### config.mk
export PLATFORM = sky130hd
export DESIGN_NAME = memory_access
export DESIGN_NICKNAME = d
export VERILOG_FILES = /design/src/rtl/pipeline_pkg.sv /design/src/rtl/memory_access.sv
export SDC_FILE = /design/constraint.sdc
export NUM_CORES = 1
export LEC_CHECK = 0
export ABC_AREA = 1
export CORE_MARGIN = 2
export CORE_UTILIZATION = 47
export CTS_BUF_LIST = sky130_fd_sc_hd__clkbuf_4 sky130_fd_sc_hd__clkbuf_8
export DETAILED_ROUTE_END_ITERATION = 6
export PLACE_DENSITY = 0.82
export SYNTH_ARGS = -nofsm -noshare
export SYNTH_HDL_FRONTEND = slang
export SYNTH_SLANG_ARGS = --single-unit
### constraint.sdc
create_clock -name clk -period 1.4 [get_ports clk]
set_input_delay 0.35 -clock clk [delete_from_list [all_inputs] [get_ports clk]]
set_output_delay 0.35 -clock clk [all_outputs]
set_load 0.01 [all_outputs]
### src/rtl/pipeline_pkg.sv
`default_nettype none
// +----------------------------------------------------------------------+
// | pipeline_pkg : opcodes and memory-stage FSM encoding shared by MA/WB |
// | Revision 1.0                                                         |
// +----------------------------------------------------------------------+
package pipeline_pkg;

  localparam logic [4:0] c_OP_LOAD  = 5'b01100;
  localparam logic [4:0] c_OP_LOADI = 5'b01101;
  localparam logic [4:0] c_OP_STORE = 5'b01110;

  localparam logic [0:0] c_ST_IDLE = 1'b0;
  localparam logic [0:0] c_ST_WAIT = 1'b1;

  localparam logic [3:0] c_WAIT_LIMIT = 4'd15;

  function automatic logic is_load_op(input logic [4:0] i_op);
    return (i_op == c_OP_LOAD) || (i_op == c_OP_LOADI);
  endfunction

  function automatic logic is_mem_op(input logic [4:0] i_op);
    return is_load_op(i_op) || (i_op == c_OP_STORE);
  endfunction

endpackage
`default_nettype wire

### src/rtl/memory_access.sv
`default_nettype none
// +----------------------------------------------------------------------+
// | memory_access : pipeline MA stage, single outstanding data request   |
// | with 15-cycle timeout.                              Revision 1.0     |
// +----------------------------------------------------------------------+
module memory_access
  import pipeline_pkg::*;
(
  input  logic        clk,
  input  logic        rst_n,
  input  logic        VALID_EX,
  input  logic [4:0]  DEST_REG_INDEX_EX,
  input  logic        DEST_REG_WRITE_EN_EX,
  input  logic [15:0] RES_EX,
  input  logic [15:0] STORE_DATA_EX,
  input  logic [4:0]  CTRL_EX,
  output logic        STALL_MA,
  output logic        MEM_REQ,
  output logic        MEM_WE,
  output logic [15:0] MEM_ADDR,
  output logic [15:0] MEM_WDATA,
  input  logic [15:0] MEM_RDATA,
  input  logic        MEM_ACK,
  output logic [4:0]  DEST_REG_INDEX_MA,
  output logic        DEST_REG_WRITE_EN_MA,
  output logic [15:0] RES_MA,
  output logic [15:0] DATA_MA,
  output logic [4:0]  CTRL_MA,
  output logic        MEM_ERR
);

  logic [0:0]  r_state;
  logic [3:0]  r_cnt;
  logic [4:0]  r_cap_idx;
  logic        r_cap_wen;
  logic [15:0] r_cap_res;
  logic [4:0]  r_cap_ctrl;

  logic w_accept;
  logic w_mem_op;

  assign STALL_MA = (r_state == c_ST_WAIT);
  assign w_accept = VALID_EX & ~STALL_MA;
  assign w_mem_op = is_mem_op(CTRL_EX);

  always_ff @(posedge clk or negedge rst_n) begin
    if (!rst_n) begin
      r_state              <= c_ST_IDLE;
      r_cnt                <= 4'd0;
      r_cap_idx            <= 5'd0;
      r_cap_wen            <= 1'b0;
      r_cap_res            <= 16'd0;
      r_cap_ctrl           <= 5'd0;
      MEM_REQ              <= 1'b0;
      MEM_WE               <= 1'b0;
      MEM_ADDR             <= 16'd0;
      MEM_WDATA            <= 16'd0;
      DEST_REG_INDEX_MA    <= 5'd0;
      DEST_REG_WRITE_EN_MA <= 1'b0;
      RES_MA               <= 16'd0;
      DATA_MA              <= 16'd0;
      CTRL_MA              <= 5'd0;
      MEM_ERR              <= 1'b0;
    end else if (r_state == c_ST_IDLE) begin
      if (w_accept && w_mem_op) begin
        // Hold the instruction aside; *_MA keep their old values while WAIT.
        r_state              <= c_ST_WAIT;
        r_cnt                <= 4'd0;
        r_cap_idx            <= DEST_REG_INDEX_EX;
        r_cap_wen            <= DEST_REG_WRITE_EN_EX;
        r_cap_res            <= RES_EX;
        r_cap_ctrl           <= CTRL_EX;
        MEM_REQ              <= 1'b1;
        MEM_WE               <= (CTRL_EX == c_OP_STORE);
        MEM_ADDR             <= RES_EX;
        MEM_WDATA            <= STORE_DATA_EX;
        DEST_REG_WRITE_EN_MA <= 1'b0;
      end else if (w_accept) begin
        DEST_REG_INDEX_MA    <= DEST_REG_INDEX_EX;
        DEST_REG_WRITE_EN_MA <= DEST_REG_WRITE_EN_EX;
        RES_MA               <= RES_EX;
        DATA_MA              <= 16'd0;
        CTRL_MA              <= CTRL_EX;
      end else begin
        DEST_REG_WRITE_EN_MA <= 1'b0;
      end
    end else begin
      if (MEM_ACK) begin
        r_state              <= c_ST_IDLE;
        MEM_REQ              <= 1'b0;
        MEM_WE               <= 1'b0;
        DEST_REG_INDEX_MA    <= r_cap_idx;
        DEST_REG_WRITE_EN_MA <= r_cap_wen & (r_cap_ctrl != c_OP_STORE);
        RES_MA               <= r_cap_res;
        DATA_MA              <= is_load_op(r_cap_ctrl) ? MEM_RDATA : 16'd0;
        CTRL_MA              <= r_cap_ctrl;
      end else if (r_cnt == (c_WAIT_LIMIT - 4'd1)) begin
        // Fifteenth silent cycle: give up, counter parks at the limit.
        r_state              <= c_ST_IDLE;
        r_cnt                <= c_WAIT_LIMIT;
        MEM_REQ              <= 1'b0;
        MEM_WE               <= 1'b0;
        DEST_REG_WRITE_EN_MA <= 1'b0;
        MEM_ERR              <= 1'b1;
      end else begin
        r_cnt <= r_cnt + 4'd1;
      end
    end
  end

endmodule
`default_nettype wire

# == Word level (Yosys, flattened, before mapping) ==
# Index checks and enable logic that the tools add are counted.
# word_totals
regBits,94
inputBits,63
output_inout_bits,79
word_cells,77
# classes
addsub,1
n_eq_ne,11
n_mux,35
n_bitwise,4
n_reduce_logical,11
# op_table
operator,n
2-to-1 mux 16 bit,9
2-to-1 mux 5 bit,8
equality test 5 x 4 -> 1 bit (second input constant),5
2-to-1 mux 4 bit,4
2-to-1 mux 1 bit,14
!= test 2 bit (second input constant),3
AND reduction 2 bit,3
AND reduction 3 bit,2
!= test 5 x 4 -> 1 bit (second input constant),1
adder 4 x 1 -> 4 bit (second input constant),1
equality test 4 bit (second input constant),1
nonzero test 2 bit,2
logical OR 1 bit,3
!= test 3 x 2 -> 1 bit (second input constant),1
bitwise AND 1 bit,2
inverter 1 bit,2
logical AND 1 bit,1

# == Longest topological paths before layout ==
# logic_depth
ltp_word,6
mapped_depth,8
mapped_depth_nobuf,8

# == Worst setup path before layout ==
# OpenSTA, ideal clock, no wires.
# synth_path
path_type,reg2reg
start,"register r_state, in the netlist STALL_MA"
end,register r_cnt[0]
setup_ns,0.125
arrival_time_ns,1.077
required_ns,1.275
slack_ns,0.198
path_stages_with_launch,7
n_path_buf,2
path_cell_list,dfrtp_1 > buf_6 > nor2_8 > nand3_4 > buf_2 > nand3_1 > o21ai_1
# synth_between
elab_chain_len,5
word_cells_on_any_way,7
# synth_lines
element,line,rtl
start: declaration,memory_access.sv:32,logic [0:0] r_state;
start signal: assignment,memory_access.sv:48,r_state <= c_ST_IDLE;
start signal: assignment,memory_access.sv:67,r_state <= c_ST_WAIT;
start signal: assignment,memory_access.sv:89,r_state <= c_ST_IDLE;
inverter 1 bit (no line),n/a,
bitwise AND 1 bit,memory_access.sv:43,assign w_accept = VALID_EX & ~STALL_MA;
logical AND 1 bit,memory_access.sv:65,if (w_accept && w_mem_op) begin
nonzero test 2 bit (no line),n/a,
AND reduction 2 bit (no line),n/a,
end signal: assignment,memory_access.sv:100,r_cnt <= c_WAIT_LIMIT;
end signal: assignment,memory_access.sv:106,r_cnt <= r_cnt + 4'd1;
end: declaration,memory_access.sv:33,logic [3:0] r_cnt;
# Parallel ways exist; a longest one is shown, timed or not.
# A chain may end at the register's enable or synchronous reset.

# == Worst setup path in the final report ==
# layout_path
start,register RES_MA[13]
end,output RES_MA[13]
# layout_lines
element,line,rtl
start: declaration,memory_access.sv:26,"output logic [15:0] RES_MA,"
start signal: assignment,memory_access.sv:94,RES_MA <= r_cap_res;
# No word-level cell between the ends.

==> results <==
==> through the flow <==
step / std cells / TNS [ps]
floorplan: 516 / 0
global placement: 756 / -22190
detailed placement: 756 / -26360
CTS: 790 / 0
global route: 808 / -43.33
finish: 808 / 0
==> state kept, by name, indices dropped and copies added, names as in the netlist <==
register,cells
STALL_MA,1
r_cap_idx,5
r_cap_wen,1
MEM_ERR,1
RES_MA,16
r_cap_res,16
MEM_WDATA,16
DEST_REG_INDEX_MA,5
DEST_REG_WRITE_EN_MA,1
MEM_REQ,1
r_cap_ctrl,5
CTRL_MA,5
MEM_WE,1
DATA_MA,16
r_cnt,4
==> per-layer routing <==
| metal | up-vias | global-route usage |
|---|---|---|
| li1 | 1955 | - |
| met1 | 1883 | 0.2794 |
| met2 | 120 | 0.3929 |
| met4 | 0 | 0.07903 |
| met3 | 16 | 0.05603 |
| met5 | - | 0 |
==> cell families after synthesis <==
group | count (synthesis) | share of synthesized area
simple gates | 298 | 0.2983
flops | 94 | 0.5547
buf+inv | 74 | 0.08380
compound gates | 48 | 0.05725
fa+ha+maj | 2 | 0.005901
==> synth_stat cells <==
master	n	share of area
nand2_1	209	0.19
dfrtp_1	94	0.55
nand3_1	54	0.064
inv_1	44	0.039
o21ai_1	25	0.030
nor2_1	22	0.019
o21ai_0	22	0.026
buf_2	17	0.020
buf_6	6	0.016
buf_4	3	0.0053
clkbuf_1	2	0.0018
ha_1	2	0.0059
inv_2	2	0.0018
nand2_2	2	0.0030
nand2_4	2	0.0053
nor2_4	2	0.0053
or2_2	2	0.0030
nand3_4	1	0.0041
nand3b_1	1	0.0018
nand4_1	1	0.0015
nor2_8	1	0.0047
o21bai_1	1	0.0018
or2_1	1	0.0015
==> final cells by class <==
cell class / count / area, sq um / area share
multi-input combinational: 348 / 1545 / 0.2438
tap: 108 / 135.1 / 0.02132
clock inverter: 5 / 57.56 / 0.009082
inverter: 46 / 172.7 / 0.02725
timing repair buffer: 196 / 1922 / 0.3033
clock buffer: 11 / 151.4 / 0.02389
sequential: 94 / 2354 / 0.3714
==> how the worst max path moves through the flow <==
| stage | endpoint | slack (ps) | cells past startpoint |
|---|---|---|---|
| 4_1_cts | MEM_WDATA[10] | 0.2 | 1 |
| 6_report | RES_MA[13] | 10 | 1 |
| 5_1_grt | RES_MA[13] | -20 | 1 |
| 3_5_place_dp | DATA_MA[9]$_DFFE_PN0P_ | -350 | 9 |
| 3_3_place_gp | CTRL_MA[0]$_DFFE_PN0P_ | -280 | 9 |
| 2_1_floorplan | r_cnt[0]$_DFFE_PN0P_ | 200 | 6 |
==> power by group through the flow <==
stage | clock network [W] | registers [W] | logic, W
final | 0.00187 | 0.00340 | 0.00198
after global routing | 0.00203 | 0.00345 | 0.00217
after CTS | 0.00191 | 0.00339 | 0.00184
after detailed placement | 0 | 0.00347 | 0.00190
after global placement | 0 | 0.00345 | 0.00184
after floorplan | 0 | 0.00359 | 0.000608
==> timing repair <==
action	in CTS	in global routing
buffers inserted	17	18
resized for setup	119	42
hold buffers	1	0
hold endpoints to repair	39	0
gates cloned	0	0
pin swaps	0	1
setup endpoints to repair	79	85
==> summary.txt <==
CP arrival: 1040 ps
Status: complete, no violations
Register area share after synthesis: 0.5547
# IOs: 142
H-tree level count: 3
Worst-path clk slew: 90 ps
Root buffer cell: clkbuf_8
Hold_ws: 381.8 ps
Final Skew: 11.85 ps
Cell Int Power: 0.005114 W
Bufs and invs on worst path: 1
HPWL after detailed placement: 7.656 mm
Clock tree buffer depth: 2
M1 wire length: 4.566 mm
Netlist Area Pre-Place: 4240 sq um
CTS tree: yes
Seq cells post-synth: 94
# nets final: 760
Core Area: 8721 sq um
ANT nets after route: 0
Commonest non-fill, non-tap cell in the layout: nand2_1
Max FO, Critical Path: 2
Worst Reg2Reg Path Length in Cells: 7
CP required: 1050 ps
Final period utilization: 0.9917
Routed WL: 11.13 mm
TritonCTS Buffers: 9
DR WL met2: 5.644 mm
Synth cell types: 23
Mapped Cells: 516
Vias in the first global route: 3932
Final instance area: 6337 sq um
Logic pwr share: 0.273
HP Class: input pin to flip-flop
Filler Cell Count: 651
Worst path cell trace: dlygate4sd2_1
Worst slew pin tran: 329.4 ps
Max-cap violation count: 0
WS Path Type: flip-flop to output pin
Final GP Congestion: 0.7668
Max VDD drop: 612.3 uV
1st-iter DRT viols: 172
Chip height: 98.99 um
CP peak stage delay: 400 ps
Hold Path Depth: 5
Post-route core utilization: 0.7267
Synthesized net count: 581
GRT Util Overall: 0.2278
Pin count of the biggest net entering global routing: 61
Via/cell ratio: 4.918
WL/cell: 13.77 um
Antenna cells: 0
PortBufs: 141
Die ar.: 9798 sq um
R2R Path Start: STALL_MA$_DFF_PN0_
Initial Utilization: 0.4862
Worst skew pair latency: 360 ps
Clock Sink Count: 94
Fin worst setup slack: 11.59 ps
Cell family with most CP delay: flip-flops
Final-report max-slew violation count: 0
Leak: 3.329 nW
Pre-CTS setup slack: -353.1 ps
Remaining Overflow, GRT: 0
Area Growth Syn to Fin: 49.45%
DRC viols: 0
Hold path startpoint: CTRL_EX[3]
Worst hold path endpoint: CTRL_MA[3]$_DFFE_PN0P_
Worst reg2reg setup slack: 90 ps
Max Clock Freq: 720.2 MHz
DR top layer: met4
Routed via count: 3974
Most frequent cells in the layout: nand2_1, dfrtp_1, clkdlybuf4s15_1
Met3 Wirelength: 717 um
Switching Fraction: 0.2945
DRT Pass-1 Iters: 4
Final Critical Period: 1388 ps
Switching pwr: 0.002135 W
Synth Warn #: 0
Num rows: 34
Startpoint Class: flip-flop
Setup violations, final: 0
Placed inst area: 5861 sq um
Share of cells above drive strength 1: 0.1286
Worst R2R End: MEM_WDATA[13]$_DFFE_PN0P_
Power, Total: 0.007249 W
Global-route wire length before repair: 18.08 mm
Sequential Power Share: 0.469
Pwr dens: 1144 nW/um^2
Max-Slew Margin vs Limit: 0.7804
Clock power frac: 0.258
Initial antenna violation count: 0
Final hold vios: 0
CP startpoint: RES_MA[13]$_DFFE_PN0P_
Crit. End Element: output pin
Syn Area/Cell: 8.218 sq um
Die W: 98.99 um
CP max-delay cell: dfrtp_1
Note: power is estimated with default switching activity, not from simulation.
